$ cat config.mk
export PLATFORM = sky130hd
export DESIGN_NAME = uart_tx_sched
export DESIGN_NICKNAME = d
export VERILOG_FILES = /design/src/rtl/uart_tx_sched.sv
export SDC_FILE = /design/constraint.sdc
export NUM_CORES = 1
export LEC_CHECK = 0
export CELL_PAD_IN_SITES_DETAIL_PLACEMENT = 0
export CELL_PAD_IN_SITES_GLOBAL_PLACEMENT = 1
export CORE_ASPECT_RATIO = 0.6
export CORE_UTILIZATION = 30
export DETAILED_ROUTE_END_ITERATION = 7
export PLACE_DENSITY_LB_ADDON = 0.1
export SYNTH_ARGS = -nofsm -noshare
export SYNTH_HDL_FRONTEND = slang
export SYNTH_SLANG_ARGS = --single-unit
$ cat constraint.sdc
create_clock -name clk -period 1.9 [get_ports clk]
set_input_delay 0.38 -clock clk [delete_from_list [all_inputs] [get_ports clk]]
set_output_delay 0.38 -clock clk [all_outputs]
set_load 0.01 [all_outputs]
$ cat src/rtl/uart_tx_sched.sv
// Two-requester round-robin byte scheduler feeding a UART transmitter.
// Handles launch, busy handshake with timeout, frame counting and the inter-frame gap.
module uart_tx_sched #(
   parameter int GAP_CYCLES   = 1250,
   parameter int BUSY_TIMEOUT = 16
) (
   input  logic        clk,
   input  logic        rst,
   input  logic        req0_valid,
   input  logic [7:0]  req0_data,
   output logic        req0_ready,
   input  logic        req1_valid,
   input  logic [7:0]  req1_data,
   output logic        req1_ready,
   output logic        tx_start,
   output logic [7:0]  tx_data,
   input  logic        tx_busy,
   output logic        grant_id,
   output logic [2:0]  sched_state,
   output logic [15:0] frame_count,
   output logic        err_timeout
);

   localparam int GAP_W = (GAP_CYCLES > 0) ? $clog2(GAP_CYCLES + 1) : 1;
   localparam int BT_W  = $clog2(BUSY_TIMEOUT + 1);

   typedef enum logic [2:0] {
      IDLE      = 3'd0,
      LAUNCH    = 3'd1,
      WAIT_BUSY = 3'd2,
      WAIT_DONE = 3'd3,
      GAP       = 3'd4
   } state_t;

   state_t             state_reg, state_next;
   logic [7:0]         hold_reg;
   logic               grant_reg;
   logic [15:0]        frame_count_reg;
   logic               err_reg;
   logic [GAP_W-1:0]   gap_cnt_reg;
   logic [BT_W-1:0]    busy_cnt_reg;
   logic               busy_early_reg;

   logic               pick1;
   logic               accept;
   logic               timeout;
   logic               frame_done;

   // Requester 1 wins when it is alone, or on a tie when requester 0 was served last.
   assign pick1      = req1_valid && (!req0_valid || (grant_reg == 1'b0));
   assign req0_ready = (state_reg == IDLE) && !rst && req0_valid && !pick1;
   assign req1_ready = (state_reg == IDLE) && !rst && pick1;
   assign accept     = req0_ready || req1_ready;

   assign tx_start    = (state_reg == LAUNCH);
   assign tx_data     = hold_reg;
   assign grant_id    = grant_reg;
   assign sched_state = state_reg;
   assign frame_count = frame_count_reg;
   assign err_timeout = err_reg;

   always_comb begin
      state_next = state_reg;
      timeout    = 1'b0;
      frame_done = 1'b0;
      case (state_reg)
         IDLE: begin
            if (accept) state_next = LAUNCH;
         end
         LAUNCH: begin
            state_next = WAIT_BUSY;
         end
         WAIT_BUSY: begin
            if (tx_busy || busy_early_reg) begin
               state_next = WAIT_DONE;
            end else if (busy_cnt_reg == BT_W'(BUSY_TIMEOUT - 1)) begin
               timeout    = 1'b1;
               state_next = (GAP_CYCLES > 0) ? GAP : IDLE;
            end
         end
         WAIT_DONE: begin
            if (!tx_busy) begin
               frame_done = 1'b1;
               state_next = (GAP_CYCLES > 0) ? GAP : IDLE;
            end
         end
         GAP: begin
            if (gap_cnt_reg == GAP_W'(GAP_CYCLES - 1)) state_next = IDLE;
         end
         default: begin
            state_next = IDLE;
         end
      endcase
   end

   always_ff @(posedge clk) begin
      if (rst) begin
         state_reg       <= IDLE;
         hold_reg        <= 8'h00;
         grant_reg       <= 1'b1;
         frame_count_reg <= 16'h0000;
         err_reg         <= 1'b0;
         gap_cnt_reg     <= '0;
         busy_cnt_reg    <= '0;
         busy_early_reg  <= 1'b0;
      end else begin
         state_reg <= state_next;
         if (accept) begin
            hold_reg  <= req1_ready ? req1_data : req0_data;
            grant_reg <= req1_ready;
         end
         // A transmitter that is already busy during launch counts as seen on the first wait cycle.
         busy_early_reg <= (state_reg == LAUNCH) && tx_busy;
         if (state_reg == WAIT_BUSY) busy_cnt_reg <= busy_cnt_reg + BT_W'(1);
         else                        busy_cnt_reg <= '0;
         if (state_reg == GAP) gap_cnt_reg <= gap_cnt_reg + GAP_W'(1);
         else                  gap_cnt_reg <= '0;
         if (frame_done) frame_count_reg <= frame_count_reg + 16'd1;
         if (timeout)    err_reg <= 1'b1;
      end
   end

endmodule
==> After elaboration in Yosys (flattened, before gate mapping) <==
Index checks and enable logic that the tools add are counted.
Widths: inputs -> output; s select.
{ "word_totals": {"reg_bits": 46, "inputBits": 21, "output_inout_bits": 32} }
{ "op_classes": {"add_sub_neg": 3, "eq_ne": 10, "n_mux": 12, "n_bitwise": 3, "n_reduce_logical": 16} }
{ "op_table": {"columns": ["op", "n"], "rows": [
  ["$add 16x1->16 const B", 1],
  ["$mux 3", 5],
  ["$pmux 3 s5", 1],
  ["$add 11x1->11 const B", 1],
  ["$eq 11x11->1 const B", 1],
  ["$mux 8", 1],
  ["$eq 3x2->1 const B", 2],
  ["$logic_and 1x1->1", 6],
  ["$ne 2x2->1 const B", 3],
  ["$add 5x1->5 const B", 1],
  ["$eq 5x4->1 const B", 1],
  ["$mux 1", 5],
  ["$reduce_and 4->1", 1],
  ["$reduce_or 2->1", 2],
  ["$eq 3x1->1 const B", 1],
  ["$eq 3x3->1 const B", 1],
  ["$logic_not 1->1", 3],
  ["$logic_not 3->1", 1],
  ["$logic_or 1x1->1", 3],
  ["$ne 3x3->1 const B", 1],
  ["$not 1->1", 3]
]} }

==> Depth between registers and ports, before layout <==
{ "logic_depth": {"ltp_word": 8, "mapped_depth": 7} }

==> Worst setup path before layout <==
OpenSTA, ideal clock, no wires.
{ "synth_timing": {"path_type": "register to register", "from": "reg state_reg[0], in the netlist sched_state[0]", "to": "reg frame_count_reg[13], in the netlist frame_count[13]", "setup_ns": 0.123, "t_arrival_ns": 1.524, "slack_ns": 0.253, "stages_incl_launch_ff": 7, "n_path_buf": 2, "period_less_slack_ns": 1.647, "cell_sequence": "dfxtp_1 -> buf_4 -> nand4bb_1 -> buf_4 -> nor4_4 -> nand3_1 -> mux2_1"} }
{ "synth_via": {"elab_chain_len": 2} }
{ "synth_lines": {"columns": ["item", "line", "source"], "rows": [
  ["from (decl)", "35", "state_t state_reg, state_next;"],
  ["from (signal assigned)", "107", "state_reg <= state_next;"],
  ["$eq 3x2->1", "66", "case (state_reg)"],
  ["$mux 1", "66", null],
  ["to (signal assigned)", "118", "if (frame_done) frame_count_reg <= frame_count_reg + 16'd1;"],
  ["to (decl)", "38", "logic [15:0] frame_count_reg;"]
]} }
No other way between the ends.
A chain may end at the register's enable or synchronous reset.

==> Worst setup path after layout <==
{ "layout_timing": {"from": "reg state_reg[0], in the netlist sched_state[0]", "to": "out req1_ready"} }
{ "layout_via": {"elab_chain_len": 3} }
{ "layout_lines": {"columns": ["item", "line", "source"], "rows": [
  ["$logic_not 3->1", "52", "assign req1_ready = (state_reg == IDLE) && !rst && pick1;"],
  ["$logic_and 1x1->1 (2 in series)", "52", null],
  ["to (decl)", "14", "output logic req1_ready,"]
]} }
No other way between the ends.

==> results by group <==
Status
  – Outcome: finished clean

Route
  – WL met2: 1728 um
  – # DRC: 0
  – Routed met3 length: 397 um
  – Wl on met1: 2696 um
  – ANT nets after route: 0
  – Wire length per cell: 12.17 um
  – Drt first pass iters: 6
  – Via/cell ratio: 4.555
  – Final WL: 4844 um
  – Routed via count: 1813
  – Initial DRC count: 61
  – Top Layer Used: met4

Yosys
  – Share of the synthesized area in the top cell type: 43.89%
  – Post-synth EDFFs: 0
  – Async SR Flop Fraction: 0%
  – Mapped Cells: 241
  – Syn Std Cell Area: 0.002098 sq mm
  – Register bit count reported by yosys: 46
  – Most frequent cell after synthesis: dfxtp_1
  – Post-synth top area cell: dfxtp_1
  – Distinct cells, synth: 42
  – Synth area leaders: dfxtp_1, nor2_1, nand2_1
  – Syn. warnings: 0
  – Avg Inst Size Synth: 8.706 sq um
  – Register area share after synthesis: 43.89%
  – Synth top cells by count: dfxtp_1, nor2_1, nand2_1
  – Primary FF master, synth: dfxtp_1
  – Mapped Nets: 267

Critical path
  – Top fanout value on the critical path: 3
  – Startpoint Class: register
  – Worst EP required: 1.52 ns
  – CP max stage delay: 0.34 ns
  – Element type at the critical path end: output port
  – Slowest CP cell: dfxtp_1
  – Crit-path cells: nor4_4 -> buf_4 -> nand3_4 -> clkinv_2 -> dlygate4sd2_1
  – R2r worst-path depth: 6
  – R2R Setup Slk: 0.17 ns
  – Critical path type: reg2out
  – Worst Path Arrival: 1.43 ns

Clock tree
  – Root Driver: clkbuf_16
  – Clock transition at path regs: 0.06 ns
  – Cts hold-fix bufs: 0
  – CTS buffer count: 5
  – CTS Buffer Depth: 2
  – Worst skew pair latency: 0.28 ns
  – CTS tree: built
  – Max H-tree Level: 2
  – TritonCTS Sinks: 46

Floorplanning
  – Area of the core: 0.006705 sq mm
  – Core Rows: 23
  – Die ar.: 0.007343 sq mm
  – Starting Density: 31.29%
  – Die height: 66.78 um
  – I/O Pins: 53
  – Die X: 110.0 um

GRT
  – Vias in the first global route: 1636
  – Total GRT Usage: 14.45%
  – First-pass GRT wire length: 7997 um
  – Largest net degree at the start of global routing: 35
  – Grt ovf: 0
  – Initial antenna violation count: 0

STA
  – Hold WS: 0.4468 ns
  – Maximum clock frequency: 551.1 MHz
  – Fin crit period: 1.815 ns
  – Hold violation total from the final report: 0
  – Final Cycle Share: 95.50%
  – Setup TNS: 0 ns
  – Clk_skew: 0.002217 ns
  – Final Setup Violations: 0
  – Slew Viols, Final: 0
  – Worst rel slew slack: 75.01%
  – RSZ-0062 raised after global routing: false
  – Slew @ Worst Pin: 0.3715 ns

Cells and area
  – Final Non-Filler Cells: 398
  – Final #Nets: 338
  – Fill count: 676
  – Share of cells above drive strength 1: 12.22%
  – N_diodes: 0
  – Area growth, synth to finish: 41.32%
  – Max reg flops: 16

Power and ir drop
  – Total power: 2.170 mW
  – Pwr dens: 731.6 mW/mm^2
  – Worst vdd ir: 0.3246 mV
  – Pleak: 1.090 nW

Placement
  – Dpl hpwl: 3601 um
  – Routability cong.: 0.7534
  – Dpl cells: 391
  – Port Buffers: 52

Worst hold path
  – Min-Delay Path Class: reg2reg
  – Hold path cells: 1

Run
  – Max_cap viols: 0
-- path summary, 6_finish.rpt --
path / endpoint / from
max: req1_ready / sched_state[0]
min: busy_cnt_reg[0] / busy_cnt_reg[0]
max reg2reg: frame_count[13] / sched_state[2]
min reg2reg: busy_cnt_reg[0] / busy_cnt_reg[0]
-- what timing repair did --
action | in CTS | in global routing
endpoints found under the setup margin | 3 | 1
resized for setup | 4 | 2
buffers inserted | 0 | 1
-- layer usage --
layer	up-vias	GRT usage, %
li1	971	-
met1	799	21.26
met2	41	18.52
met3	2	6.262
met4	0	3.500
met5	-	0
-- cells by family (layout without fill, tap and decap cells) --
group / Yosys count / count (layout) / synth area share, %
flip-flops: 46 / 46 / 43.89
buffers and inverters: 16 / 86 / 3.696
adder cells (fa/ha/maj): 5 / 5 / 2.982
XOR/XNOR: 19 / 19 / 7.931
multiplexers: 2 / 2 / 1.073
AND/OR/NAND/NOR: 127 / 127 / 31.66
AO/OA/AOI/OAI: 26 / 26 / 8.766
-- power by group --
part | internal, mW | switching [mW] | leakage [nW]
Clock | 0.509 | 0.336 | 0.0688
Sequential | 0.997 | 0.0211 | 0.373
Combinational | 0.166 | 0.141 | 0.648
Total | 1.67 | 0.498 | 1.09
-- cells in the final DEF, fill, tap and decap left out, types with 7 or more instances in the layout --
cell and n:
buf_4 21, clkdlybuf4s50_1 48, nand3_1 11, nand2_1 32, nor3_1 7, a311oi_1 8, xnor2_1 13, nor2_1 41
dfxtp_1 46
-- critical path, delay by kind of cell, from the launching register on --
kind / cells / cell delay (ns)
DFF: 1 / 0.34
and+or+nand+nor: 2 / 0.34
buffers and inverters: 3 / 0.49
-- per-stage QoR --
stage	area [sq um]	util, %	setup WS [ns]
floorplan	2098	-	0.2526
global placement	2828	42.17	-0.4055
detailed placement	2828	42.17	-0.4022
CTS	2962	44.17	0.005943
global route	2965	44.22	0.01166
finish	2965	44.22	0.08546
-- layout make-up --
type	count	area, sq um	share of cell area (%)
multi-input combinational	179	1100	37.09
timing repair buffer	73	669.4	22.57
inverter	7	27.53	0.9283
sequential	46	920.9	31.05
clock buffer	6	138.9	4.684
tap	87	108.9	3.671
No activity file was read; power rests on OpenSTA's default activity.
